===== src/rtl/id_ex_pipeline_register.sv =====
// ID/EX pipeline register with load-use hazard detection, branch flush and a
// saturating count of inserted load-use bubbles.
module id_ex_pipeline_register #(
  parameter int DATA_WIDTH     = 64,
  parameter int REG_ADDR_WIDTH = 5,
  parameter int COUNT_WIDTH    = 16
) (
  input  logic                      clock,
  input  logic                      reset,
  input  logic                      idValid,
  input  logic [DATA_WIDTH-1:0]     idPc,
  input  logic [DATA_WIDTH-1:0]     idReadData1,
  input  logic [DATA_WIDTH-1:0]     idReadData2,
  input  logic [DATA_WIDTH-1:0]     idImmediate,
  input  logic [REG_ADDR_WIDTH-1:0] idRs1,
  input  logic [REG_ADDR_WIDTH-1:0] idRs2,
  input  logic [REG_ADDR_WIDTH-1:0] idRd,
  input  logic [2:0]                idFunct3,
  input  logic                      idFunct7b5,
  input  logic [1:0]                idALUOp,
  input  logic                      idBranch,
  input  logic                      idRegWrite,
  input  logic                      idMemoryToRegister,
  input  logic                      idALUSrc,
  input  logic                      idMemoryRead,
  input  logic                      idMemoryWrite,
  input  logic                      flush,
  output logic                      exValid,
  output logic [DATA_WIDTH-1:0]     exPc,
  output logic [DATA_WIDTH-1:0]     exReadData1,
  output logic [DATA_WIDTH-1:0]     exReadData2,
  output logic [DATA_WIDTH-1:0]     exImmediate,
  output logic [REG_ADDR_WIDTH-1:0] exRs1,
  output logic [REG_ADDR_WIDTH-1:0] exRs2,
  output logic [REG_ADDR_WIDTH-1:0] exRd,
  output logic [2:0]                exFunct3,
  output logic                      exFunct7b5,
  output logic [1:0]                exALUOp,
  output logic                      exBranch,
  output logic                      exRegWrite,
  output logic                      exMemoryToRegister,
  output logic                      exALUSrc,
  output logic                      exMemoryRead,
  output logic                      exMemoryWrite,
  output logic                      stall,
  output logic [COUNT_WIDTH-1:0]    stallCount
);

  function automatic logic [COUNT_WIDTH-1:0] sat_inc(input logic [COUNT_WIDTH-1:0] c);
    return (c == {COUNT_WIDTH{1'b1}}) ? c : c + 1'b1;
  endfunction

  logic usesRs2;
  logic loadUse;
  logic loadBubble;

  // Hazard check: load in EX whose destination feeds the instruction in ID
  assign usesRs2 = !idALUSrc || idMemoryWrite;
  assign loadUse = exValid && exMemoryRead && (exRd != '0) && idValid &&
                   ((exRd == idRs1) || (usesRs2 && (exRd == idRs2)));
  assign stall   = loadUse && !flush;

  // A bubble zeroes every field so exRd=0 can never match a forwarding path
  assign loadBubble = !reset || flush || stall || !idValid;

  // ID -> EX stage boundary
  always_ff @(posedge clock) begin
    if (loadBubble) begin
      exValid            <= 1'b0;
      exPc               <= '0;
      exReadData1        <= '0;
      exReadData2        <= '0;
      exImmediate        <= '0;
      exRs1              <= '0;
      exRs2              <= '0;
      exRd               <= '0;
      exFunct3           <= '0;
      exFunct7b5         <= 1'b0;
      exALUOp            <= '0;
      exBranch           <= 1'b0;
      exRegWrite         <= 1'b0;
      exMemoryToRegister <= 1'b0;
      exALUSrc           <= 1'b0;
      exMemoryRead       <= 1'b0;
      exMemoryWrite      <= 1'b0;
    end else begin
      exValid            <= 1'b1;
      exPc               <= idPc;
      exReadData1        <= idReadData1;
      exReadData2        <= idReadData2;
      exImmediate        <= idImmediate;
      exRs1              <= idRs1;
      exRs2              <= idRs2;
      exRd               <= idRd;
      exFunct3           <= idFunct3;
      exFunct7b5         <= idFunct7b5;
      exALUOp            <= idALUOp;
      exBranch           <= idBranch;
      exRegWrite         <= idRegWrite;
      exMemoryToRegister <= idMemoryToRegister;
      exALUSrc           <= idALUSrc;
      exMemoryRead       <= idMemoryRead;
      exMemoryWrite      <= idMemoryWrite;
    end
  end

  always_ff @(posedge clock) begin
    if (!reset) begin
      stallCount <= '0;
    end else if (stall) begin
      stallCount <= sat_inc(stallCount);
    end
  end

endmodule


===== config.mk =====
export PLATFORM = sky130hd
export DESIGN_NAME = id_ex_pipeline_register
export DESIGN_NICKNAME = d
export VERILOG_FILES = /design/src/rtl/id_ex_pipeline_register.sv
export SDC_FILE = /design/constraint.sdc
export NUM_CORES = 1
export LEC_CHECK = 0
export CAP_MARGIN = 5
export CORE_AREA = 2 2 229 231
export CTS_CLUSTER_SIZE = 25
export DETAILED_ROUTE_END_ITERATION = 16
export DIE_AREA = 0 0 231 233
export SYNTH_ARGS = -nofsm -noshare
export SYNTH_HDL_FRONTEND = slang
export SYNTH_SLANG_ARGS = --single-unit

===== constraint.sdc =====
create_clock -name clock -period 2.3 [get_ports clock]
set_input_delay 0.46 -clock clock [delete_from_list [all_inputs] [get_ports clock]]
set_output_delay 0.46 -clock clock [all_outputs]
set_load 0.005 [all_outputs]

==> summary.txt <==
Outcome
  – Outcome: finished, violations left
  – Failing checks: negative setup slack

Power
  – P_leak: 6.795 nW
  – Worst-case vdd ir drop: 0.4707 mV
  – Total power: 12.12 mW
  – Internal power: 9.567 mW
  – Combinational share of power: 9.7%
  – Switching Share: 21.03%
  – Clock power frac: 45.9%
  – P_sw: 2.548 mW
  – PD cells: 686.0 mW/mm2
  – Flop pwr share: 44.4%

Route
  – Via density: 3.515
  – Total Routed Length: 36,620 um
  – Pre-antenna DRT Iters: 4
  – Antenna viol nets, final: 0
  – Drt drc: 0
  – DR vias: 7,287
  – Drt wl/cell: 17.67 um
  – 1st-iter DRT viols: 201

Worst hold path
  – Hold path start: idRs2[4]
  – Hold/Removal Path Class: primary input to flip-flop

Logic synthesis
  – Syn Inst Count: 719
  – Dominant synthesized flop cell: dfxtp_1
  – Synth top area share: 68.44%
  – Netlist Area Pre-Place: 0.008775 mm2
  – Warnings from Yosys: 0
  – Syn nets: 1,007
  – Syn avg cell area: 12.20 um2
  – Async SR Flop Fraction: 0%
  – Synth top area cells: dfxtp_1, and2_1, buf_6, xor2_1, buf_4
  – Commonest cells post-synth: dfxtp_1, and2_1, buf_6
  – Synth unique cells: 36
  – Synth Register Bits: 300
  – Post-synthesis sequential area ratio: 68.44%
  – Area leader, netlist: dfxtp_1
  – Top-count cell post-synth: dfxtp_1
  – Post-synth EDFFs: 0

Timing
  – RSZ-0062 raised after global routing: true
  – Fmax: 409.2 MHz
  – Setup tns final: -20.06 ns
  – Hold WS: 0.2909 ns
  – Final setup viols: 230
  – Clock Skew: 0.02279 ns
  – Final hold violation count: 0
  – Part of the cycle the worst path needs: 106.3%
  – Slew headroom: 65.45%
  – Pins Over Slew Limit: 0
  – Slew @ Worst Pin: 0.5143 ns
  – Tmin final: 2.444 ns
  – Final worst slack: -0.1439 ns

Worst setup path
  – Delay of the slowest cell on the worst path: 0.62 ns
  – WS Path Type: flip-flop to primary output
  – CP Buf/Inv Count: 1
  – Crit path capture type: primary output
  – Reg2Reg Launch Point: exRd[2]
  – Worst setup path startpoint: exRd[1]
  – Startpoint types: flip-flop
  – Slowest cell on crit path: or4_1
  – WP data required: 1.84 ns
  – CP Cell Sequence: or4_1 -> o2111ai_4 -> nor2_4 -> buf_6
  – Crit path arrival time: 1.98 ns
  – CP Max Fanout: 4
  – Worst path top cell family by delay: simple AND/OR/NAND/NOR gates

Global route
  – Initial antenna violation count: 2
  – Largest net degree at the start of global routing: 29
  – Overflow after GRT: 0
  – Vias in the first global route: 7,297
  – GRT Util Overall: 12.64%
  – First-pass GRT wire length: 49,540 um

Layout
  – Multi-input logic area: 0.002587 mm2
  – Share of cells above drive strength 1: 11.79%
  – Register area: 0.006022 mm2
  – Area Overhead vs Synth: 101.3%
  – Final design utilization: 34.57%
  – Nets: 1,656
  – Fillers: 5,061

Floorplan
  – Initial core utilization: 17.17%
  – Ports: 588
  – Die height: 233 um
  – CORE AREA: 0.05109 mm2
  – DIE AREA: 0.05382 mm2
  – Chip Width: 231 um
  – # rows: 83

Clock network
  – H-tree depth: 2
  – Clk_lat worst skew: 0.53 ns
  – Clock-pin slew on the worst setup and hold paths: 0.06 ns
  – CTS tree: yes
  – Root Driver: clkbuf_16
  – CTS Hold Bufs: 0
  – # clock sinks: 300
  – Num CTS Buffers: 34
  – Clock Tree Buf Depth: 3

Place
  – Port Buf Inserts: 587
  – GPL Wtd Cong: 0.7879
  – Post-detail-place hpwl: 26,270 um

Job
  – Total of max-cap violations: 0
## cell families after synthesis
kind of cell	Yosys count	share of synthesized area, %
flops	300	68.44
compound gates	29	2.353
simple gates	335	23.70
xor+xnor	10	0.9981
fa+ha+maj	1	0.1426
buf+inv	40	3.907
mux	4	0.4563
## flip-flops by register name, summed over array words and instances, names as in the netlist
signal / flops
exImmediate: 64
exPc: 64
exReadData1: 64
exReadData2: 64
stallCount: 16
exRd: 5
exRs1: 5
exRs2: 5
exFunct3: 3
exALUOp: 2
exALUSrc: 1
exBranch: 1
exFunct7b5: 1
exMemoryRead: 1
exMemoryToRegister: 1
exMemoryWrite: 1
exRegWrite: 1
exValid: 1
## worst register-to-register path, cell delays in order, from the launching register on
cell       delay [ns]
dfxtp_4          0.39
xor2_1           0.19
nor4_2           0.27
buf_4            0.15
a22oi_2          0.08
buf_12           0.14
buf_8            0.15
o211a_4          0.33
clkbuf_16        0.21
buf_12           0.13
buf_16           0.14
and2_1           0.16
## through the flow
stage,setup WS (ns),std cells,area [um2]
final,-0.1439,2073,17660
after global routing,-0.2629,2071,17660
after global placement,-1.024,1978,15440
after floorplan,0.3753,719,8775
after CTS,-0.2346,2062,17430
after detailed placement,-1.012,1978,15440
## per-layer routing
| layer | wire, um | part of all wire, % | track usage (%) | up-vias |
|---|---|---|---|---|
| met4 | 804 | 2.2 | 3.952 | 2 |
| li1 | - | - | - | 3575 |
| met3 | 2896 | 7.9 | 3.824 | 46 |
| met1 | 15140 | 41 | 15.43 | 3361 |
| met5 | 13 | 0.035 | 0 | - |
| met2 | 17770 | 49 | 21.26 | 303 |
## final cells by class
| class | instances | share of cell area [%] |
|---|---|---|
| repair buffers | 650 | 39.89 |
| flip-flops and latches | 300 | 34.10 |
| multi-input cells | 379 | 14.65 |
| clock buffers | 48 | 5.455 |
| well taps | 680 | 4.818 |
| clock inverters | 11 | 0.9989 |
| inverters | 3 | 0.06376 |
| diodes | 2 | 0.02834 |
## worst paths after layout
kind         slack, ns               to  cells after the start
max              -0.14            stall                      4
min               0.29         exRs2[4]                      2
max reg2reg      -0.12  exImmediate[61]                     11
min reg2reg       0.50    stallCount[6]                      2
## power groups by stage
stage / logic (mW) / clock network (mW) / registers (mW)
after floorplan: 0.171 / 0 / 5.50
after global placement: 1.00 / 0 / 5.49
after detailed placement: 1.00 / 0 / 5.50
after CTS: 1.16 / 5.75 / 5.38
after global routing: 1.25 / 5.95 / 5.39
final: 1.18 / 5.56 / 5.38
## placed cells by master, fill, tap and decap left out, drive strengths merged, types with 3 or more instances in the layout
master and count:
inv 4, a21oi 11, o21ai 3, clkinv 5
bufbuf 4, nor4 3, nor3 3, or4 8
nand2 10, bufinv 4, clkdlybuf4s50 583, and2 283
nand3 5, xor2 10, buf 57, nand4 4
o31ai 7, dlymetal6s2s 3, dfxtp 300, mux2i 4
clkbuf 51, nand2b 5
## timing repair
item | in CTS | in global routing
cloned | 17 | 4
pin swaps | 24 | 4
setup endpoints to repair | 305 | 291
resized for setup | 77 | 19
setup buffers | 10 | 5
Note: power is estimated with default switching activity, not from simulation.
